==> config.mk <==
export PLATFORM = sky130hd
export DESIGN_NAME = instr_fetch_unit
export DESIGN_NICKNAME = d
export VERILOG_FILES = /design/src/rtl/cpu_pkg.sv /design/src/rtl/fetch_watchdog.sv /design/src/rtl/instr_fetch_unit.sv
export SDC_FILE = /design/constraint.sdc
export NUM_CORES = 1
export LEC_CHECK = 0
export CAP_MARGIN = 30
export CORE_ASPECT_RATIO = 1.25
export CORE_MARGIN = 3
export CORE_UTILIZATION = 45
export DETAILED_ROUTE_END_ITERATION = 7
export DONT_BUFFER_PORTS = 1
export GPL_TIMING_DRIVEN = 1
export MAX_ROUTING_LAYER = met4
export PLACE_DENSITY = 0.65
export SLEW_MARGIN = 20
export SYNTH_ARGS = -nofsm -noshare
export SYNTH_HDL_FRONTEND = slang
export SYNTH_SLANG_ARGS = --single-unit
==> constraint.sdc <==
create_clock -name clk_i -period 1.75 [get_ports clk_i]
set_input_delay 0.175 -clock clk_i [delete_from_list [all_inputs] [get_ports clk_i]]
set_output_delay 0.175 -clock clk_i [all_outputs]
set_load 0.01 [all_outputs]
==> src/rtl/cpu_pkg.sv <==
// Shared definitions for the fetch stage.
//   fetch_state_e : fetch FSM state encoding
//   FLT_*         : fault_code_o values
//   *_MSB/*_LSB   : instruction-register field bit positions
//   is_aligned()  : word-alignment test on a PC
package cpu_pkg;

    typedef enum logic [2:0] {
        StIdle,
        StBusy,
        StHold,
        StDrain,
        StFault
    } fetch_state_e;

    localparam logic [1:0] FLT_NONE     = 2'b00;
    localparam logic [1:0] FLT_MISALIGN = 2'b01;
    localparam logic [1:0] FLT_TIMEOUT  = 2'b10;

    localparam int unsigned OPCODE_MSB = 31;
    localparam int unsigned OPCODE_LSB = 26;
    localparam int unsigned RS_MSB     = 25;
    localparam int unsigned RS_LSB     = 21;
    localparam int unsigned RT_MSB     = 20;
    localparam int unsigned RT_LSB     = 16;
    localparam int unsigned RD_MSB     = 15;
    localparam int unsigned RD_LSB     = 11;
    localparam int unsigned SHAMT_MSB  = 10;
    localparam int unsigned SHAMT_LSB  = 6;
    localparam int unsigned FUNCT_MSB  = 5;
    localparam int unsigned FUNCT_LSB  = 0;
    localparam int unsigned IMM_MSB    = 15;
    localparam int unsigned TARGET_MSB = 25;

    function automatic logic is_aligned(input logic [1:0] pc_lsbs);
        return pc_lsbs == 2'b00;
    endfunction

endpackage

==> src/rtl/fetch_watchdog.sv <==
// Memory-response watchdog for the fetch stage.
//   clk_i    : clock
//   rst_n    : asynchronous active-low reset
//   clr_i    : clear the count to zero (has priority over en_i)
//   en_i     : count one waiting cycle
//   expire_o : count has reached Timeout-1
module fetch_watchdog #(
    parameter int unsigned Timeout = 16
) (
    input  logic clk_i,
    input  logic rst_n,
    input  logic clr_i,
    input  logic en_i,
    output logic expire_o
);

    localparam int unsigned CntW = (Timeout > 2) ? $clog2(Timeout) : 1;
    localparam logic [CntW-1:0] CntMax = CntW'(Timeout - 1);

    logic [CntW-1:0] count_q, count_d;

    assign expire_o = (count_q == CntMax);

    // Saturates so it can never wrap back below the expiry value.
    always_comb begin
        count_d = count_q;
        if (clr_i) begin
            count_d = '0;
        end else if (en_i && !expire_o) begin
            count_d = count_q + 1'b1;
        end
    end

    always_ff @(posedge clk_i or negedge rst_n) begin
        if (!rst_n) begin
            count_q <= '0;
        end else begin
            count_q <= count_d;
        end
    end

endmodule

==> src/rtl/instr_fetch_unit.sv <==
// Instruction fetch stage: issues one memory read per PC, captures the word in the
// instruction register and hands it to decode over valid/ready.
//   clk_i, rst_n               : clock, asynchronous active-low reset
//   fetch_en_i, pc_i           : fetch permission and current PC
//   pc_adv_o                   : one-cycle pulse when an instruction is captured
//   flush_i                    : discard held or in-flight instruction
//   mem_req_o/mem_addr_o       : memory read request and address
//   mem_ack_i/mem_rdata_i      : memory response
//   instr_valid_o/instr_ready_i: decode handshake
//   instr_o, instr_pc_o        : IR and the address it came from
//   opcode_o..target_o         : combinational IR fields
//   fault_o, fault_code_o      : sticky fault flag and cause
module instr_fetch_unit
    import cpu_pkg::*;
#(
    parameter int unsigned ADDR_W  = 32,
    parameter int unsigned DATA_W  = 32,
    parameter int unsigned TIMEOUT = 16
) (
    input  logic              clk_i,
    input  logic              rst_n,
    input  logic              fetch_en_i,
    input  logic [ADDR_W-1:0] pc_i,
    output logic              pc_adv_o,
    input  logic              flush_i,
    output logic              mem_req_o,
    output logic [ADDR_W-1:0] mem_addr_o,
    input  logic              mem_ack_i,
    input  logic [DATA_W-1:0] mem_rdata_i,
    output logic              instr_valid_o,
    input  logic              instr_ready_i,
    output logic [DATA_W-1:0] instr_o,
    output logic [ADDR_W-1:0] instr_pc_o,
    output logic [5:0]        opcode_o,
    output logic [4:0]        rs_o,
    output logic [4:0]        rt_o,
    output logic [4:0]        rd_o,
    output logic [4:0]        shamt_o,
    output logic [5:0]        funct_o,
    output logic [15:0]       imm16_o,
    output logic [25:0]       target_o,
    output logic              fault_o,
    output logic [1:0]        fault_code_o
);

    fetch_state_e      state_q;
    logic              mem_req_q;
    logic [ADDR_W-1:0] mem_addr_q;
    logic              pc_adv_q;
    logic              instr_valid_q;
    logic [DATA_W-1:0] ir_q;
    logic [ADDR_W-1:0] instr_pc_q;
    logic              fault_q;
    logic [1:0]        fault_code_q;

    logic waiting;
    logic wd_expire;
    logic start_ok;
    logic start_bad;

    // The timer keeps running across BUSY->DRAIN: it is the same outstanding request.
    assign waiting   = (state_q == StBusy) || (state_q == StDrain);
    assign start_ok  = fetch_en_i && is_aligned(pc_i[1:0]);
    assign start_bad = fetch_en_i && !is_aligned(pc_i[1:0]);

    fetch_watchdog #(
        .Timeout (TIMEOUT)
    ) u_watchdog (
        .clk_i    (clk_i),
        .rst_n    (rst_n),
        .clr_i    (!waiting || mem_ack_i),
        .en_i     (waiting && !mem_ack_i),
        .expire_o (wd_expire)
    );

    always_ff @(posedge clk_i or negedge rst_n) begin
        if (!rst_n) begin
            state_q       <= StIdle;
            mem_req_q     <= 1'b0;
            mem_addr_q    <= '0;
            pc_adv_q      <= 1'b0;
            instr_valid_q <= 1'b0;
            ir_q          <= '0;
            instr_pc_q    <= '0;
            fault_q       <= 1'b0;
            fault_code_q  <= FLT_NONE;
        end else begin
            pc_adv_q <= 1'b0;
            unique case (state_q)
                StIdle: begin
                    if (start_bad) begin
                        fault_q      <= 1'b1;
                        fault_code_q <= FLT_MISALIGN;
                        state_q      <= StFault;
                    end else if (start_ok) begin
                        mem_addr_q <= pc_i;
                        mem_req_q  <= 1'b1;
                        state_q    <= StBusy;
                    end
                end
                StBusy: begin
                    if (mem_ack_i) begin
                        mem_req_q <= 1'b0;
                        if (flush_i) begin
                            state_q <= StIdle;
                        end else begin
                            ir_q          <= mem_rdata_i;
                            instr_pc_q    <= mem_addr_q;
                            pc_adv_q      <= 1'b1;
                            instr_valid_q <= 1'b1;
                            state_q       <= StHold;
                        end
                    end else if (wd_expire) begin
                        mem_req_q    <= 1'b0;
                        fault_q      <= 1'b1;
                        fault_code_q <= FLT_TIMEOUT;
                        state_q      <= StFault;
                    end else if (flush_i) begin
                        // Request cannot be withdrawn; wait for the ack and drop it.
                        state_q <= StDrain;
                    end
                end
                StHold: begin
                    if (flush_i) begin
                        instr_valid_q <= 1'b0;
                        state_q       <= StIdle;
                    end else if (instr_ready_i) begin
                        instr_valid_q <= 1'b0;
                        if (start_bad) begin
                            fault_q      <= 1'b1;
                            fault_code_q <= FLT_MISALIGN;
                            state_q      <= StFault;
                        end else if (start_ok) begin
                            mem_addr_q <= pc_i;
                            mem_req_q  <= 1'b1;
                            state_q    <= StBusy;
                        end else begin
                            state_q <= StIdle;
                        end
                    end
                end
                StDrain: begin
                    if (mem_ack_i) begin
                        mem_req_q <= 1'b0;
                        state_q   <= StIdle;
                    end else if (wd_expire) begin
                        mem_req_q    <= 1'b0;
                        fault_q      <= 1'b1;
                        fault_code_q <= FLT_TIMEOUT;
                        state_q      <= StFault;
                    end
                end
                StFault: begin
                    mem_req_q     <= 1'b0;
                    instr_valid_q <= 1'b0;
                end
                default: begin
                    state_q <= StIdle;
                end
            endcase
        end
    end

    assign mem_req_o     = mem_req_q;
    assign mem_addr_o    = mem_addr_q;
    assign pc_adv_o      = pc_adv_q;
    assign instr_valid_o = instr_valid_q;
    assign instr_o       = ir_q;
    assign instr_pc_o    = instr_pc_q;
    assign fault_o       = fault_q;
    assign fault_code_o  = fault_code_q;

    assign opcode_o = ir_q[OPCODE_MSB:OPCODE_LSB];
    assign rs_o     = ir_q[RS_MSB:RS_LSB];
    assign rt_o     = ir_q[RT_MSB:RT_LSB];
    assign rd_o     = ir_q[RD_MSB:RD_LSB];
    assign shamt_o  = ir_q[SHAMT_MSB:SHAMT_LSB];
    assign funct_o  = ir_q[FUNCT_MSB:FUNCT_LSB];
    assign imm16_o  = ir_q[IMM_MSB:0];
    assign target_o = ir_q[TARGET_MSB:0];

endmodule

After elaboration in Yosys (flattened, before gate mapping) --
Cells that the tools add are included.
Operators by class: add/subtract/negate cells 1, eq/ne operators 16, multiplexer cells 47, bitwise logic cells 2, reductions and logical operators 24
Operators with widths (count):
- 32-bit 2-to-1 mux | 4
- 32-bit one-hot mux with 2 select lines | 1
- 3-bit 2-to-1 mux | 10
- 1-bit 2-to-1 mux | 19
- 3-bit one-hot mux with 5 select lines | 1
- 2-bit 2-to-1 mux | 6
- 2-bit inequality test, second input constant | 5
- 5-bit AND reduction | 2
- 4-bit 2-to-1 mux | 2
- 4-bit AND reduction | 2
- 3-bit by 2-bit equality test with 1-bit output, second input constant | 2
- 3-bit inequality test, second input constant | 2
- 1-bit one-hot mux with 3 select lines | 2
- 2-bit one-hot mux with 3 select lines | 1
- 3-bit AND reduction | 2
- 3-bit nonzero test | 2
- 4-bit by 1-bit adder with 4-bit output, second input constant | 1
- 4-bit equality test, second input constant | 1
- 1-bit logical AND | 4
- 1-bit logical NOT | 4
- 4-bit by 3-bit inequality test with 1-bit output, second input constant | 1
- 1-bit one-hot mux with 4 select lines | 1
- 2-bit nonzero test | 2
- 4-bit nonzero test | 1
- other kinds (10) | 12
Storage, ports and cells: flip-flop bits (word level) 109, input port bits 70, output and inout port bits 176, word-level logic and storage cells 100

Logic depth before layout (Yosys ltp) --
Gate-level depths: netlist of the first run.
depth after elaboration 7, gate-level depth with buffers 6, depth with buffers taken out 5

Modules after synthesis --
From an unflattened synthesis of the first run, not the netlist that was laid out.
Second synthesis, totals: cell total of the unflattened synthesis 351, area total of the unflattened synthesis 5006.1 um2
By module, submodules not included:
- instr_fetch_unit | times used 1, cells each 331, area each 4777.1 um2, sequential area each 2627.5 um2
- fetch_watchdog | times used 1, cells each 20, area each 229.0 um2, sequential area each 100.1 um2

Worst setup path before layout of the first run --
Ideal clock, no wire load.
path type reg2reg, start reg state_q[1], end reg ir_q[0] (netlist: instr_o[0]), library setup time 0.125 ns, data arrival time 1.700 ns, required time 1.625 ns, path slack -0.075 ns, cell stages (with the launch flop) 6, buffers on the path 3, period minus slack after synthesis 1.825 ns, cell sequence dfrtp_1 -> clkbuf_1 -> nor4b_2 -> buf_2 -> buf_2 -> mux2_2
Between the ends: word-level cells in the longest chain between the ends 2
RTL lines:
- start: declaration | RTL line instr_fetch_unit.sv:46 | fetch_state_e state_q;
- start signal: assignment | RTL line instr_fetch_unit.sv:78 | state_q <= StIdle;
- start signal: assignment | RTL line instr_fetch_unit.sv:94 | state_q <= StFault;
- start signal: assignment | RTL line instr_fetch_unit.sv:98 | state_q <= StBusy;
- 3-bit by 1-bit equality test with 1-bit output | RTL line instr_fetch_unit.sv:89 | unique case (state_q)
- 3-bit AND reduction (no line)
- end signal: assignment | RTL line instr_fetch_unit.sv:107 | ir_q <= mem_rdata_i;
- end: declaration | RTL line instr_fetch_unit.sv:51 | logic [DATA_W-1:0] ir_q;
Every way passes these cells. A chain may end at the register's enable or synchronous reset.

Final worst setup path of the first run --
Same ends and word-level chain as after synthesis.

==> results of run 1 <==
-- per-layer routing --
metal,share of wire,vias up
met5,0,-
met4,0.010,0
met2,0.53,145
li1,-,1151
met1,0.38,1319
met3,0.082,10
-- cell usage after synthesis (all sizes together) --
library cell	n	area share
nand3	3	0.0031
mux2i	1	0.0021
o22a	2	0.0036
o21bai	1	0.0016
dfrtp	109	0.57
o21ai	7	0.0073
nor2	10	0.0078
mux2	94	0.22
nor2b	4	0.0052
o31ai	1	0.0016
a2111oi	1	0.0057
o32ai	1	0.0018
buf	85	0.13
o32a	1	0.0021
nor3	2	0.0021
a31oi	3	0.0039
o21a	1	0.0016
ha	1	0.0026
a2111o	1	0.0023
inv	3	0.0023
xnor2	1	0.0018
a21oi	4	0.0042
nand4	1	0.0013
or3b	2	0.0042
or3	1	0.0013
nand2b	3	0.0039
nor4b	1	0.0031
nor3b	1	0.0016
nand2	4	0.0031
clkbuf	3	0.0023
-- critical path, stage by stage (launching register included) --
cell,delay [ns]
dfrtp_2,0.46
nor4b_4,0.37
buf_6,0.22
clkbuf_16,0.18
mux2_2,0.33
-- report_power, final --
part | internal, W | total (W) | switching, W | leakage (nW)
clock network | 0.00112 | 0.00201 | 0.000885 | 0.143
registers | 0.00361 | 0.00574 | 0.00213 | 1.34
logic | 0.00121 | 0.00179 | 0.000582 | 0.905
-- worst paths after layout --
kind                             from              to  slack [ns]  cells past startpoint
hold / removal                  rst_n  mem_addr_o[13]       -0.47                      0
hold reg to reg               fault_o         fault_o        0.57                      1
min in group clk_i            flush_i      state_q[0]        0.07                      3
setup reg to reg           state_q[1]      instr_o[0]        0.07                      4
max in group asynchronous       rst_n      state_q[1]        2.08                      0
setup / recovery           state_q[1]      instr_o[0]        0.07                      4
-- kinds of logic (layout without fill, tap and decap cells) --
group | Yosys count | after routing
DFF | 109 | 109
muxes | 95 | 95
buffers and inverters | 91 | 102
and+or+nand+nor | 32 | 32
AOI/OAI and AO/OA | 23 | 23
adders and majority gates | 1 | 1
xor gates and xnor gates | 1 | 1
-- metrics by stage --
stage | setup TNS, ns | instance area, sq um | std cells | hold slack (ns)
after floorplan | -1.60 | 4820 | 352 | -0.121
after CTS | 0 | 5380 | 481 | -0.489
after global routing | -0.0983 | 5570 | 492 | -0.492
after detailed placement | -0.000335 | 4440 | 401 | -0.118
final | 0 | 5570 | 492 | -0.472
after global placement | 0 | 4440 | 401 | -0.118
-- area by class of cell --
type                            instances  area (sq um)
Sequential cell                       109          2730
Clock inverter                          6          68.8
Fill cell                             841          4690
Tap cell                              129           161
Inverter                                3          11.3
Timing Repair Buffer                   83           922
Multi-Input combinational cell        152          1450
Clock buffer                           10           229
-- what timing repair did --
action / in CTS / in global routing
endpoints found under the setup margin: 5 / 66
cloned: 0 / 9
hold endpoints to repair: 172 / 109
resized for setup: 0 / 10
buffers inserted: 1 / 2
pin swaps: 1 / 1
-- sequential cells by signal, summed over array words and instances (netlist names) --
register and cells:
fault_code_o 2, fault_o 1, instr_o 32, instr_pc_o 32, instr_valid_o 1, mem_addr_o 32, mem_req_o 1, pc_adv_o 1
state_q 3, u_watchdog.count_q 4
==> metrics.txt, run 1 <==
startpoint types flop; maxcap violations 0; post-synthesis sequential area ratio 0.566; Synth Net Count 423; clock latency on the worst-skew pair 0.33 ns; Yosys reg bits 109; PD cells 1710 nW/um^2; most common cell after layout, fill and taps aside dfrtp_1; # diodes 0; PortBufs 0; std cell rows 41; Synth Warn # 0; die span in y 122 um; final worst slack 0.0721 ns; H-tree depth 3; Max Clk Rate 0.596 GHz; Root Buffer clkbuf_16; endpoint class of the critical path flop; P_leak 2.39 nW; Pins Over Slew Limit 0; CTS tree built; Die W 98.5 um; GPL Wtd Cong 0.764; Final ANT Viol Nets 0; post-synthesis mux area share 0.222; WP data arrival 1.90 ns; vias in the first global route 2,752; Post-DP HPWL 5830 um; Hold Fails Final Rpt 109; Simple-Gate Fraction of Synth Area 0.0366; Worst-path clk slew 0.07 ns; Core Area 10,300 sq um; DR iter-0 viols 73; Clock Tree Buf Depth 2; adder-cell share of the synthesized area 0.00260; overall routing resource usage 0.148; Critical Path Fanout Max 7; layout cells sized above 1 0.372; main combinational cell family by area after synthesis multiplexers; routed wire length 9890 um; Final Util 0.543; Cell Area, Synth 4820 sq um; die area 12,000 sq um; failing checks hold timing; compound-gate portion of the synthesized area 0.0356; final setup fails 0; largest net degree at the start of global routing 110; drt first pass iters 4; most frequent cells in the layout dfrtp_1 (107), mux2_2 (92), dlygate4sd3_1 (63), clkbuf_16 (13), nor2_1 (10); worst slew pin tran 0.488 ns; Power, Total 0.00954 W; initial core utilization 0.470; fin nets 429; run status finished, violations left; total grt overflow 0; via count 2,625; worst hold margin -0.472 ns; pre-CTS setup slack -0.000335 ns; area delta synth->final 15.7%; critical path class flop to flop; Rel. slew slack 0.674; DR vias/cell 5.34; CTS Sinks 109; DRC Markers 0; Wirelength per Cell 20.1 um; met1 usage 0.156; first-pass GRT wire length 13,700 um; Worst Hold Class input port to asynchronous set/reset pin; Cells after Synth 352; Final min period 1.68 ns; # IOs 246; M3 GR Usage 0.0487; busiest grt layer met2; GRT met2 Usage 0.258; Worst Path Required 1.97 ns; TritonCTS Buffers 9; XOR/XNOR share of the synthesized area 0.00182; cts hold-fix bufs 63; Mapped Avg Cell Area 13.7 sq um; Peak VDD IR 0.852 mV; Worst Skew 0.00655 ns; fin crit share 0.959; synth unique cells 34; initial antenna violation count 0
(Power assumes the default switching activity.)
==> run 2: changes to the inputs <==
- CELL_PAD_IN_SITES_DETAIL_PLACEMENT: default -> 1
- CELL_PAD_IN_SITES_GLOBAL_PLACEMENT: default -> 1
- CORE_UTILIZATION: 45 -> 43
- PLACE_DENSITY: 0.65 -> 0.78
==> metrics.txt, run 2 (synthesis results as in run 1) <==
run status finished, violations left (unchanged); failing checks hold timing (unchanged); fin nets 427 (was 429); worst slew pin tran 0.442 ns (was 0.488 ns); DR vias/cell 5.40 (was 5.34); maxcap violations 0 (unchanged); clock latency on the worst-skew pair 0.35 ns (was 0.33 ns); PD cells 1730 nW/um^2 (was 1710 nW/um^2); Clk pwr share 0.208 (was 0.210); via count 2,661 (was 2,625); PortBufs 0 (unchanged); Worst Path Required 1.98 ns (was 1.97 ns); Flop pwr share 0.594 (was 0.602); Peak VDD IR 0.721 mV (was 0.852 mV); Final min period 1.71 ns (was 1.68 ns); worst hold margin -0.484 ns (was -0.472 ns); Comb pwr share 0.198 (was 0.188); Pins Over Slew Limit 0 (unchanged); RSZ-0062 raised after global routing yes; R2R Path Start state_q[2] (was state_q[1]); initial core utilization 0.447 (was 0.470); Worst Hold Class input port to asynchronous set/reset pin (unchanged); drt first pass iters 4 (unchanged); TritonCTS Buffers 9 (unchanged); Worst Skew 0.00699 ns (was 0.00655 ns); WP data arrival 1.94 ns (was 1.90 ns); Clock Tree Buf Depth 2 (unchanged); routed wire length 11,400 um (was 9890 um); R2R Setup Slk 0.04 ns (was 0.07 ns); Reg2Reg Depth 6 (was 4); Die W 101 um (was 98.5 um); origin of the worst setup path state_q[2] (was state_q[1]); Core Area 10,800 sq um (was 10,300 sq um); cts hold-fix bufs 63 (unchanged); most frequent cells in the layout dfrtp_1 (108), mux2_2 (83), dlygate4sd3_1 (63), clkbuf_16 (14) (was dfrtp_1 (107), mux2_2 (92), dlygate4sd3_1 (63), clkbuf_16 (13), nor2_1 (10)); Wirelength per Cell 23.2 um (was 20.1 um); H-tree depth 3 (unchanged); internal power 0.00589 W (was 0.00594 W); layout cells sized above 1 0.371 (was 0.372); final setup fails 0 (unchanged); Root Buffer clkbuf_16 (unchanged); CTS tree built (unchanged); fin crit share 0.977 (was 0.959); vias in the first global route 2,947 (was 2,752); max incr delay on CP 0.40 ns (was 0.46 ns); Post-DP HPWL 6620 um (was 5830 um); CTS Sinks 109 (unchanged); DRC Markers 0 (unchanged); DR iter-0 viols 66 (was 73); area delta synth->final 16.5% (was 15.7%); slowest CP cell dfrtp_1 (was dfrtp_2); Sw Share 0.395 (was 0.378); startpoint types flop (unchanged); Max Clk Rate 0.585 GHz (was 0.596 GHz); Final Util 0.521 (was 0.543); die span in y 124 um (was 122 um); Worst-path clk slew 0.08 ns (was 0.07 ns); Rel. slew slack 0.705 (was 0.674); first-pass GRT wire length 16,300 um (was 13,700 um); largest net degree at the start of global routing 110 (unchanged); # IOs 246 (unchanged); Hold Fails Final Rpt 109 (unchanged); GPL Wtd Cong 0.746 (was 0.764); Critical Path Fanout Max 7 (unchanged); # diodes 0 (unchanged); die area 12,500 sq um (was 12,000 sq um); endpoint class of the critical path flop (unchanged); Sw Pwr 0.00384 W (was 0.00360 W); worst-path cell chain inv_2 > nand2_4 > nor4b_4 > buf_6 > clkbuf_16 > mux2_2 (was nor4b_4 > buf_6 > clkbuf_16 > mux2_2); total grt overflow 0 (unchanged); R2R Path End instr_pc_o[27] (was instr_o[0]); overall routing resource usage 0.173 (was 0.148); P_leak 2.41 nW (was 2.39 nW); Final ANT Viol Nets 0 (unchanged); std cell rows 42 (was 41); critical path class flop to flop (unchanged); most common cell after layout, fill and taps aside dfrtp_1 (unchanged); initial antenna violation count 0 (unchanged)
[run 2: timing repair]
action                                  in CTS  in global routing
gates resized for setup                      0                 19
cloned                                       0                  9
setup buffers                                1                  1
endpoints found under the setup margin       3                 66
pin swaps                                    1                  1
endpoints found under the hold margin      172                109
[run 2: per-stage QoR]
stage / instances / total power (W) / TNS [ns] / setup slack, ns / cell area (sq um)
final: 493 / 0.00973 / 0 / 0.0409 / 5610
after global routing: 493 / 0.0103 / -1.73 / -0.0474 / 5610
after CTS: 483 / 0.00962 / 0 / 0.00345 / 5380
after detailed placement: 403 / 0.00746 / -0.00847 / -0.00847 / 4440
after global placement: 403 / 0.00727 / 0 / 0.0421 / 4440
after floorplan: 352 / 0.00791 / -1.60 / -0.0400 / 4820
[run 2: per-layer routing]
layer,GRT usage,part of all wire,up-vias
li1,-,-,1149
met2,0.318,0.59,131
met1,0.168,0.33,1363
met3,0.0392,0.065,18
met5,-,0,-
met4,0.0777,0.020,0
[run 2: layout make-up]
type,instances,area [sq um]
Inverter,3,11.3
Timing Repair Buffer,81,913
Multi-Input combinational cell,152,1490
Clock inverter,7,77.6
Clock buffer,9,225
Tap cell,132,165
Fill cell,1018,5160
Sequential cell,109,2730
[run 2: power by group through the flow]
stage	logic (W)	clock network, W	registers (W)
6_report	0.00192	0.00202	0.00578
5_1_grt	0.00213	0.00219	0.00601
4_1_cts	0.00174	0.00209	0.00579
3_5_place_dp	0.00163	0	0.00583
3_3_place_gp	0.00149	0	0.00579
2_1_floorplan	0.00299	0	0.00492
[run 2: worst max path at each step]
stage | end | slack, ns
after detailed placement | mem_addr_o[12] | -0.008
after global routing | instr_pc_o[27] | -0.05
after CTS | instr_o[27] | 0.003
after floorplan | instr_o[0] | -0.04
after global placement | mem_addr_o[18] | 0.04
final | instr_pc_o[27] | 0.04
[run 2: worst max-delay path: cells and delay by family (launching register included)]
| family | cells | cell delay, ns |
|---|---|---|
| buffers and inverters | 3 | 0.51 |
| flip-flops | 1 | 0.40 |
| multiplexers | 1 | 0.34 |
| AND/OR/NAND/NOR | 2 | 0.35 |
